### src/rtl/irda_tx_sequencer_if.sv
// Host-side bundle of the IrDA SIR transmit sequencer.
//   tx_start/tx_data/tx_abort : host request, byte and abort
//   tx_busy/tx_done/bit_tick  : sequencer status
//   ir_out                    : IR LED drive (active high)
// master = UART host side, slave = sequencer side.
interface irda_tx_sequencer_if;
    logic       tx_start;
    logic [7:0] tx_data;
    logic       tx_abort;
    logic       tx_busy;
    logic       tx_done;
    logic       bit_tick;
    logic       ir_out;

    modport master (
        output tx_start, tx_data, tx_abort,
        input  tx_busy, tx_done, bit_tick, ir_out
    );

    modport slave (
        input  tx_start, tx_data, tx_abort,
        output tx_busy, tx_done, bit_tick, ir_out
    );
endinterface

### src/rtl/irda_tx_sequencer.sv
// IrDA SIR transmit sequencer: takes one byte and sends a start(0), 8 data
// bits LSB first and stop(1) frame, one BIT_PERIOD-clock slot per bit.
// Every 0 slot carries a PULSE_WIDTH-clock IR pulse at slot start.
// Ports:
//   clock : system clock, rising edge
//   reset : asynchronous active-high reset
//   bus   : irda_tx_sequencer_if.slave (request, status and ir_out)
// All outputs are registered; they are computed from next-state values so
// that frame cycle 0 (the cycle after the accepting edge) already shows the
// start pulse, tx_busy and timer == 0.
module irda_tx_sequencer #(
    parameter int unsigned BIT_PERIOD  = 5208,
    parameter int unsigned PULSE_WIDTH = 977,
    parameter int unsigned CNT_W       = 13
) (
    input  logic                 clock,
    input  logic                 reset,
    irda_tx_sequencer_if.slave   bus
);

    localparam logic [CNT_W-1:0] LAST_TICK = CNT_W'(BIT_PERIOD - 1);
    localparam logic [CNT_W-1:0] PULSE_END = CNT_W'(PULSE_WIDTH);

    typedef enum logic [1:0] {
        IDLE  = 2'd0,
        START = 2'd1,
        DATA  = 2'd2,
        STOP  = 2'd3
    } state_t;

    state_t           state, state_n;
    logic [CNT_W-1:0] timer, timer_n, timer_step;
    logic [2:0]       bit_idx, bit_idx_n;
    logic [7:0]       shreg, shreg_n;
    logic             busy, busy_n;
    logic             done, done_n;
    logic             tick, tick_n;
    logic             ir, ir_n;
    logic             slot_end;
    logic             accept;

    // State and datapath registers.
    always_ff @(posedge clock or posedge reset) begin
        if (reset) begin
            state   <= IDLE;
            timer   <= '0;
            bit_idx <= '0;
            shreg   <= '0;
            busy    <= 1'b0;
            done    <= 1'b0;
            tick    <= 1'b0;
            ir      <= 1'b0;
        end else begin
            state   <= state_n;
            timer   <= timer_n;
            bit_idx <= bit_idx_n;
            shreg   <= shreg_n;
            busy    <= busy_n;
            done    <= done_n;
            tick    <= tick_n;
            ir      <= ir_n;
        end
    end

    // Next-state, timer and registered-output logic.
    always_comb begin
        state_n    = state;
        timer_n    = timer;
        bit_idx_n  = bit_idx;
        shreg_n    = shreg;
        busy_n     = busy;
        done_n     = 1'b0;
        tick_n     = 1'b0;
        ir_n       = 1'b0;
        slot_end   = (timer == LAST_TICK);
        accept     = bus.tx_start && !bus.tx_abort;
        timer_step = slot_end ? '0 : timer + CNT_W'(1);

        case (state)
            IDLE: begin
                if (accept) begin
                    state_n   = START;
                    shreg_n   = bus.tx_data;
                    timer_n   = '0;
                    bit_idx_n = '0;
                    busy_n    = 1'b1;
                end
            end
            START: begin
                timer_n = timer_step;
                if (slot_end) begin
                    state_n   = DATA;
                    bit_idx_n = '0;
                end
            end
            DATA: begin
                timer_n = timer_step;
                if (slot_end) begin
                    if (bit_idx == 3'd7) begin
                        state_n = STOP;
                    end else begin
                        bit_idx_n = bit_idx + 3'd1;
                    end
                end
            end
            STOP: begin
                timer_n = timer_step;
                if (slot_end) begin
                    state_n = IDLE;
                    done_n  = 1'b1;
                    busy_n  = 1'b0;
                    // The frame-ending edge also accepts a new request so
                    // back-to-back frames run with no gap slot.
                    if (accept) begin
                        state_n   = START;
                        shreg_n   = bus.tx_data;
                        bit_idx_n = '0;
                        busy_n    = 1'b1;
                    end
                end
            end
            default: begin
                state_n = IDLE;
                busy_n  = 1'b0;
            end
        endcase

        // Abort overrides everything outside IDLE, including a pending done.
        if (state != IDLE && bus.tx_abort) begin
            state_n   = IDLE;
            timer_n   = '0;
            bit_idx_n = '0;
            busy_n    = 1'b0;
            done_n    = 1'b0;
        end

        tick_n = (state_n != IDLE) && (timer_n == LAST_TICK);
        ir_n   = ((state_n == START) || (state_n == DATA && !shreg_n[bit_idx_n]))
                 && (timer_n < PULSE_END);
    end

    assign bus.tx_busy  = busy;
    assign bus.tx_done  = done;
    assign bus.bit_tick = tick;
    assign bus.ir_out   = ir;

endmodule

### src/flat_wrapper.sv
// flat-port wrapper written by rule: the top's interface ports become plain ports
module irda_tx_sequencer_flat 
#(
    parameter int unsigned BIT_PERIOD  = 5208,
    parameter int unsigned PULSE_WIDTH = 977,
    parameter int unsigned CNT_W       = 13
)
  (clock, reset, bus_tx_start, bus_tx_data, bus_tx_abort, bus_tx_busy, bus_tx_done, bus_bit_tick, bus_ir_out);
  irda_tx_sequencer_if bus_i ();
  input  logic clock;
  input  logic reset;
  input wire logic [$bits(bus_i.tx_start)-1:0] bus_tx_start;
  input wire logic [$bits(bus_i.tx_data)-1:0] bus_tx_data;
  input wire logic [$bits(bus_i.tx_abort)-1:0] bus_tx_abort;
  output wire logic [$bits(bus_i.tx_busy)-1:0] bus_tx_busy;
  output wire logic [$bits(bus_i.tx_done)-1:0] bus_tx_done;
  output wire logic [$bits(bus_i.bit_tick)-1:0] bus_bit_tick;
  output wire logic [$bits(bus_i.ir_out)-1:0] bus_ir_out;
  assign bus_i.tx_start = bus_tx_start;
  assign bus_i.tx_data = bus_tx_data;
  assign bus_i.tx_abort = bus_tx_abort;
  assign bus_tx_busy = bus_i.tx_busy;
  assign bus_tx_done = bus_i.tx_done;
  assign bus_bit_tick = bus_i.bit_tick;
  assign bus_ir_out = bus_i.ir_out;
  irda_tx_sequencer #(.BIT_PERIOD(BIT_PERIOD), .PULSE_WIDTH(PULSE_WIDTH), .CNT_W(CNT_W)) u_core (.clock(clock), .reset(reset), .bus(bus_i));
endmodule
### config.mk
export PLATFORM = sky130hd
export DESIGN_NAME = irda_tx_sequencer_flat
export DESIGN_NICKNAME = d
export VERILOG_FILES = /design/src/rtl/irda_tx_sequencer_if.sv /design/src/rtl/irda_tx_sequencer.sv /design/src/flat_wrapper.sv
export SDC_FILE = /design/constraint.sdc
export NUM_CORES = 1
export LEC_CHECK = 0
export BUFFER_PORTS_ARGS = -buffer_cell sky130_fd_sc_hd__buf_4
export CORE_UTILIZATION = 30
export DETAILED_ROUTE_END_ITERATION = 12
export SYNTH_ARGS = -nofsm -noshare
export SYNTH_HDL_FRONTEND = slang
export SYNTH_SLANG_ARGS = --single-unit
### constraint.sdc
create_clock -name clock -period 8.2 [get_ports clock]
set_input_delay 0.82 -clock clock [delete_from_list [all_inputs] [get_ports clock]]
set_output_delay 0.82 -clock clock [all_outputs]
set_load 0.1 [all_outputs]
Yosys cells after proc, flatten, opt, wreduce, memory -nomap -nowiden --
Cells that the tools add are included.
Storage, ports and cells: memory bits (read-only) 0, output and inout port bits 4, flip-flop bits (word level) 30, word-level logic and storage cells 68, memories 0, bits in writable memories 0, bits in latches 0
Operators by class: reductions and logical operators 14, $lt $le $gt $ge 2, equality and inequality tests 10, add/subtract/negate cells 2, bitwise logic cells 0, divide/modulo/power cells 0, multiplexer cells 32, shift-type cells 0, multipliers 0
Operators with widths (number):
- $mux 13 | 3
- $eq 13x13->1 const B | 2
- $pmux 13 s2 | 1
- $mux 3 | 6
- $mux 8 | 2
- $pmux 8 s2 | 1
- $add 13x1->13 const B | 1
- $lt 13x10->1 const B | 1
- $mux 2 | 6
- $pmux 3 s4 | 1
- $mux 1 | 9
- $pmux 2 s4 | 1
- $eq 2x2->1 const B | 3
- $ne 3x1->1 const B | 2
- $logic_and 1x1->1 | 5
- $eq 2x1->1 const B | 2
- $lt 3x4->1 const B | 1
- $reduce_bool 2->1 | 2
- $add 3x1->3 const B | 1
- $bmux 1 s3 | 1
- $eq 3x3->1 const B | 1
- $reduce_and 3->1 | 1
- $reduce_bool 3->1 | 1
- $reduce_or 3->1 | 1
- 4 further kinds | 5

Depth between registers and ports, before layout --
Gate-level depths: netlist of the first run.
depth in word-level cells 12, depth in mapped cells 11, gate-level depth less buffers 10

Worst setup path after synthesis of the first run --
Ideal clock, no wire load.
path kind input-to-reg, start point in bus_tx_abort, end point reg u_core.ir, in the netlist u_core.bus.ir_out, stages on the path 8, data required time 8.089 ns, library setup time 0.111 ns, arrival time 2.759 ns, path slack 5.330 ns, cell sequence buf_2 -> nor2_1 -> o21ai_0 -> o221ai_2 -> a32o_2 -> mux4_2 -> and3_1 -> a2111oi_2
On the way: word-level cells in the longest chain between the ends 12, elaborated cells on any way between the ends 27, classes of those cells 1 x order compare; 2 x eq/ne; 17 x mux; 7 x reduce/logical
Ends and longest elaborated chain:
- from (decl) | line flat_wrapper.sv:14 | input wire logic [$bits(bus_i.tx_abort)-1:0] bus_tx_abort;
- $logic_not 1->1 | line irda_tx_sequencer.sv:76 | accept = bus.tx_start && !bus.tx_abort;
- $logic_and 1x1->1 | line irda_tx_sequencer.sv:76
- $mux 3 | line irda_tx_sequencer.sv:81, irda_tx_sequencer.sv:114
- $mux 3 | line irda_tx_sequencer.sv:108 | if (slot_end) begin
- $pmux 3 s4 | line irda_tx_sequencer.sv:79 | case (state)
- $mux 3 (*) | line irda_tx_sequencer.sv:129 | if (state != IDLE && bus.tx_abort) begin
- net u_core.bit_idx_n[0] | line irda_tx_sequencer.sv:33 | logic [2:0] bit_idx, bit_idx_n;
- $bmux 1 s3 (*) | line irda_tx_sequencer.sv:138 | ir_n = ((state_n == START) || (state_n == DATA && !shreg_n[bit_idx_n]))
- $mux 1 (not written as such) (*) | line irda_tx_sequencer.sv:138
- $logic_not 1->1 (*) | line irda_tx_sequencer.sv:138
- $logic_and 1x1->1 (*) | line irda_tx_sequencer.sv:138
- $logic_or 1x1->1 (*) | line irda_tx_sequencer.sv:138
- $logic_and 1x1->1 (*) | line irda_tx_sequencer.sv:139 | && (timer_n < PULSE_END);
- net u_core.ir_n | line irda_tx_sequencer.sv:38 | logic ir, ir_n;
- to (signal assigned) | line irda_tx_sequencer.sv:61 | ir <= ir_n;
- to (decl) | line irda_tx_sequencer.sv:38
Mark *: on every way through the listed nets, which the timed path passes. The rest lies on a longest branch. The select of a mux whose other input is x is not followed. A chain may end at the register's enable or synchronous reset.

Final worst setup path of the first run --
start point reg u_core.state[0], end point reg u_core.ir, in the netlist u_core.bus.ir_out
On the way: word-level cells in the longest chain between the ends 9, elaborated cells on any way between the ends 28, classes of those cells 1 x order compare; 5 x eq/ne; 14 x mux; 8 x reduce/logical
Ends and longest elaborated chain:
- from (decl) | line irda_tx_sequencer.sv:31 | state_t state, state_n;
- from (signal assigned) | line irda_tx_sequencer.sv:54 | state <= state_n;
- $eq 2x2->1 (tied with other cells) | line irda_tx_sequencer.sv:79
- $pmux 3 s4 / $logic_and 1x1->1 (equally long branches) | line irda_tx_sequencer.sv:79, irda_tx_sequencer.sv:129
- $mux 3 (*) | line irda_tx_sequencer.sv:129
- net u_core.bit_idx_n[0] | line irda_tx_sequencer.sv:33
- $bmux 1 s3 (*) | line irda_tx_sequencer.sv:138
- $mux 1 (not written as such) (*) | line irda_tx_sequencer.sv:138
- $logic_not 1->1 (*) | line irda_tx_sequencer.sv:138
- $logic_and 1x1->1 (*) | line irda_tx_sequencer.sv:138
- $logic_or 1x1->1 (*) | line irda_tx_sequencer.sv:138
- $logic_and 1x1->1 (*) | line irda_tx_sequencer.sv:139
- net u_core.ir_n | line irda_tx_sequencer.sv:38
Marked as above.

==> metrics.txt, run 1 <==
PortBufs=15; Cell variety after synth=49; DRC=0; sequential area share after synthesis=0.407; drt initial violations=about 170; total congestion overflow=0; share of cells above drive strength 1=0.152; total length of routed wires=about 4500 um; Placer Congestion=approximately 0.9; Fin Setup TNS=0 ns; post-route ant nets=0; Post-CTS Resized=0; Worst Path Required=8.39 ns; Slew headroom=0.406; Die Width=80.4 um; Area after DPL=2020 um2; TritonCTS Buffers=5; die span in y=80.4 um; Yosys top cell by area=dfrtp_1; area delta synth->final=14.8%; first-pass GRT wire length=7540 um; kind of critical path=register to register; clk slew on worst S/H paths=0.07 ns; Root Buffer=clkbuf_8; Synthesized Nets=220; final instance area=between 2000 and 2500 um2; worst reg2reg path depth=9; clock sink total=30; post-detailed-route wirelength per cell=15.5 um; Synth Instances=201; period utilization=0.386; Tot GR Track Use=0.159; drt pass-1 iters=4; vias in the first global route=about 1,500; Post-CTS Setup Inserts=0; min Tclk post-route=3.17 ns; Synth async-reset ratio=1.00; Worst-Margin Slew=0.883 ns; outcome=finished, final reports clean; largest net degree at the start of global routing=31; Final Slew Violations=0; vias per inst=5.62; hold-fix buffers at CTS=0; # Max-Cap Violations=0; Synth Flop Type=dfrtp_1; row count=28; Synth Cell Area=1850 um2; clk buf depth=2; flops & latches, synth=30; H-tree depth=2; syn avg cell area=approximately 9.2 um2; max frequency=316 MHz; Core Util, Final=0.358; VDD IR max=0.161 mV; Worst setup SP type=register; peak per-stage delay on the critical path=0.54 ns; TritonCTS clock tree=built; Critical Path, Cell by Cell=inv_1, ha_1, nor2_1, o21ai_0, o221ai_2, a32o_2, mux4_2, and3_1, a2111oi_2; pre-CTS setup slack=5.02 ns; type of the tightest min-delay check=register to register; initial antenna violation count=0; Die Area=6470 um2; final setup violation count=0; critical path arrival=3.35 ns; final hold violation count=0; Setup Skew=0.0117 ns; unrepaired setup endpoints after global routing=no; P_leak=0.000926 uW; # IOs=16; ranking of synthesized cells by area=dfrtp_1 (41%), ha_1 (4.7%), o21ai_0 (4.6%); Worst path slowest cell=nor2_1; count leader, synth=dfrtp_1; Initial Util=0.312; Cells on Worst Hold Path=1; via count=~1,600; Post-synth EDFFs=0; pwr dens=258 nW/um2; Crit. End Element=register; Nets=roughly 240; top cells by count, synth=dfrtp_1 (30), nor2_1 (17), o21ai_0 (17); crit-path max FO=14; total core area=5920 um2; later-pin clock latency in the skew report=0.29 ns; ANT cells=0; top cell type's share of synthesized area=0.407; Final HPWL DP=3310 um; setup ws final=around 5.0 ns; Ys Warns=0
==> area by class of cell <==
type | instances | area [um2]
clock buffers | 6 | 82.6
clock inverters | 2 | 12.5
fillers | 604 | 3800
inverters | 7 | 26.3
multi-input cells | 156 | 1030
flip-flops and latches | 30 | 751
well taps | 75 | 93.8
repair buffers | 16 | 120
==> final timing paths <==
kind,start,end,slack [ns]
hold / removal,u_core.bus.tx_busy,u_core.bus.tx_busy,0.50
setup reg to reg,u_core.state[0],u_core.bus.ir_out,5.03
setup / recovery,u_core.state[0],u_core.bus.ir_out,5.03
hold reg to reg,u_core.bus.tx_busy,u_core.bus.tx_busy,0.50
min in group asynchronous,reset,u_core.bus.ir_out,0.61
max in group asynchronous,reset,u_core.timer[1],7.31
==> flip-flops by register name (all words and copies together) (netlist names) <==
name and cells:
u_core.bus.tx_busy 1, u_core.state 2, u_core.shreg 8, u_core.bus.ir_out 1
u_core.bit_idx 3, u_core.bus.bit_tick 1, u_core.timer 13, u_core.bus.tx_done 1
==> routing by layer <==
metal	up-vias	GRT usage	wire [um]
li1	789	-	-
met1	777	0.227	2140
met2	66	0.229	1990
met3	9	0.0307	305
met4	0	0.0750	100
met5	-	0	0
==> where the power goes <==
part	internal (uW)	leakage (uW)	total, uW	switching [uW]
clock	67.3	0.0000472	125	57.7
combinational	76.0	0.000472	227	151
sequential	177	0.000407	194	17.2
==> worst max-delay path, delay by kind of cell, from the launching register on <==
kind	cells	cell delay [ns]
AO/OA/AOI/OAI	4	0.92
adder cells (fa/ha/maj)	1	0.38
buffers and inverters	1	0.10
flip-flops	1	0.42
multiplexers	1	0.51
AND/OR/NAND/NOR	2	0.74
==> per-stage QoR <==
step | hold slack, ns | power (uW) | cells
floorplan | 0.466 | 369 | 201
global placement | 0.486 | 419 | 284
detailed placement | 0.489 | 422 | 284
CTS | 0.506 | 551 | 292
global route | 0.524 | 583 | 292
finish | 0.498 | 546 | 292
==> kinds of logic (layout without fill, tap and decap cells) <==
group                      count (synthesis)  count (layout)  share of synthesized area
and+or+nand+nor                           82              82                      0.247
buffers and inverters                     15              31                     0.0339
adders and majority gates                  7               7                     0.0475
muxes                                      4               4                     0.0285
AOI/OAI and AO/OA                         63              63                      0.236
DFF                                       30              30                      0.407
==> cells in the final DEF (no fill, tap or decap), types with 2 or more instances in the layout <==
cell type,synthesis,routed
a21oi_1,12,12
nand4_1,2,2
and4b_1,2,2
o21ai_1,3,3
nand2b_1,3,3
a22oi_1,2,2
inv_1,7,7
a21o_1,3,3
clkbuf_8,0,6
nor2_1,17,17
and3_1,5,5
o211ai_1,2,2
ha_1,7,7
a22o_1,8,8
a41oi_1,2,2
o21ai_0,17,17
nor3b_1,3,3
dfrtp_1,30,30
nand2_1,13,13
mux2i_1,3,3
nand3_1,13,13
buf_4,1,16
a31oi_1,3,3
and2_1,3,3
nor3_1,10,10
No activity file was read; power rests on OpenSTA's default activity.
==> run 2: changes to the inputs <==
- ABC_AREA: unset -> 1
- clock period: 8.2 -> 2.7 ns (I/O delays scaled with it)
==> run 2 against run 1 <==
Flip-flop and latch count unchanged. First-iteration DRC count down 41%. Combinational power rose to 5.5 times the previous value. Largest power group unchanged. Sequential power rose to 3.4 times the previous value. Critical path depth rose by 6. Register-to-register slack got worse by 4.7 ns. Cell count rose by 50%. Maximum frequency is 36% higher.
==> metrics.txt, run 2 <==
outcome=finished, final reports clean; type of the tightest min-delay check=input pin to asynchronous set/reset pin; row count=30; post-route ant nets=0; largest net degree at the start of global routing=31; total congestion overflow=0; Fin Setup TNS=0 ns; Synth async-reset ratio=1.00; RR Endpoint=u_core.bus.ir_out; top cell type's share of synthesized area=0.342; max frequency=431 MHz; Final HPWL DP=4420 um; Synth Instances=322; unrepaired setup endpoints after global routing=no; later-pin clock latency in the skew report=between 0.2 and 0.3 ns; biggest regs=u_core.timer: 13 flops, u_core.shreg: 8 flops, u_core.bit_idx: 3 flops; share of cells above drive strength 1=0.187; Setup Skew=between 0.005 and 0.006 ns; ranking of synthesized cells by area=dfrtp_1 (34%), nand2_1 (17%), inv_1 (6.3%); clk slew on worst S/H paths=0.06 ns; critical path arrival=2.50 ns; count leader, synth=nand2_1; sequential area share after synthesis=0.342; via count=2,033; Worst Path Required=about 2.9 ns; Synth Flop Type=dfrtp_1; die span in y=87.5 um; # IOs=16; # Max-Cap Violations=0; H-tree depth=2; area delta synth->final=13.4%; top cells by count, synth=nand2_1 (101), inv_1 (37), dfrtp_1 (30); initial antenna violation count=0; Initial Util=0.316; Core Util, Final=0.358; placed instance count=431; Post-CTS Resized=0; vias in the first global route=2,093; commonest cells after routing, fill and taps aside=nand2_1 (101), inv_1 (37), dfrtp_1 (30), nor2_1 (23), nand3_1 (23); GR peak layer=met2; total core area=slightly below 7000 um2; P_leak=about 0.0013 uW; flops & latches, synth=30; Placer Congestion=between 0.9 and 1; Synthesized Nets=341; kind of critical path=register to register; final cell count without fillers=438; total length of routed wires=5620 um; Synth Cell Area=2190 um2; vias per inst=4.64; Post-CTS Setup Inserts=0; clock sink total=30; Yosys top cell by area=dfrtp_1; TritonCTS clock tree=built; crit-path max FO=10; Root Buffer=clkbuf_8; period utilization=0.860; Final Slew Violations=0; DRC=0; syn avg cell area=between 6 and 7 um2; Worst setup SP type=register; first-pass GRT wire length=9690 um; Cell variety after synth=31; Slew headroom=0.704; Worst-Margin Slew=0.443 ns; min Tclk post-route=2.32 ns; VDD IR max=0.466 mV; grt met2 use=0.276; Nets=~360; Tot GR Track Use=0.164; Ys Warns=0; Biggest register=u_core.timer; pwr dens=~900 nW/um2; TritonCTS Buffers=5; grt met3 use=0.0311; reg2reg start=u_core.state[1]; clk buf depth=2; Post-synth EDFFs=0; Crit. End Element=register; final hold violation count=0; drt pass-1 iters=4; commonest non-fill, non-tap cell in the layout=nand2_1; Die Width=87.5 um; met1 Usage GRT=0.220; number of flip-flops in the largest register=13; Die Area=7660 um2; post-detailed-route wirelength per cell=~13 um; PortBufs=15; drt initial violations=slightly below 100; final setup violation count=0; FF-to-FF setup slack=between 0.3 and 0.4 ns; worst reg2reg path depth=15; hold-fix buffers at CTS=0; ANT cells=0
## run 2: cell types whose count changed in the layout (fill, tap and decap cells not counted), moves of 5 or more
cell,change
a22o_1,-7
inv_1,+30
inv_2,+18
nand2_1,+88
nand2_2,+5
nand3_1,+10
nand4_1,+11
nor2_1,+6
nor2_2,+5
o21ai_0,-10
## run 2: cell type report
class / count / area (um2)
fillers: 771 / 4460
multi-input cells: 231 / 1200
flip-flops and latches: 30 / 751
inverters: 57 / 214
repair buffers: 17 / 128
well taps: 96 / 120
clock buffers: 7 / 76.3
## run 2: stage by stage
stage	worst slack (ns)	cell area (um2)	power, uW	hold WS, ns
2_1_floorplan	0.865	2190	1630	0.361
3_3_place_gp	0.490	2410	1910	0.393
3_5_place_dp	0.376	2410	1910	0.391
4_1_cts	0.367	2490	2260	0.0862
5_1_grt	0.142	2490	2440	0.107
6_report	0.378	2490	2240	0.0684
## run 2: kinds of logic (layout without fill, tap and decap cells)
| logic type | after synthesis | after routing | share of synthesized area |
|---|---|---|---|
| buffers and inverters | 61 | 81 | 0.111 |
| AO/OA/AOI/OAI | 28 | 28 | 0.0735 |
| flip-flops | 30 | 30 | 0.342 |
| AND/OR/NAND/NOR | 192 | 192 | 0.417 |
| adder cells (fa/ha/maj) | 7 | 7 | 0.0399 |
| XOR/XNOR | 4 | 4 | 0.0160 |
## run 2: worst max-delay path: stages, from the launching register on
cell	delay, ns
dfrtp_1	0.40
inv_1	0.15
ha_1	0.33
inv_2	0.19
nor2_4	0.25
nand2_1	0.07
a21oi_1	0.30
nor2_1	0.09
nand3_1	0.07
nand2_1	0.05
nand2_1	0.07
nand2_1	0.05
nand2_1	0.06
nor2_1	0.04
nand2_1	0.06
inv_1	0.03
## run 2: power by group
| group | internal (uW) | total [uW] | switching (uW) |
|---|---|---|---|
| Sequential | 572 | 656 | 83.9 |
| Combinational | 367 | 1240 | 877 |
| Clock | 177 | 338 | 161 |
| Total | 1120 | 2240 | 1120 |
## run 2: worst max path at each step
stage	startpoint	end	depth (start not counted)
after global placement	u_core.timer[0]	u_core.bus.ir_out	14
after CTS	u_core.state[1]	u_core.bus.ir_out	15
after detailed placement	u_core.state[1]	u_core.bus.ir_out	15
after floorplan	u_core.state[0]	u_core.bus.ir_out	13
after global routing	u_core.state[1]	u_core.bus.ir_out	15
final	u_core.state[1]	u_core.bus.ir_out	15
## run 2: per-layer routing
layer / wire length, um / vias up
met1: 2710 / 928
met5: 0 / -
met3: 233 / 4
met2: 2650 / 42
li1: - / 1059
met4: 27 / 0
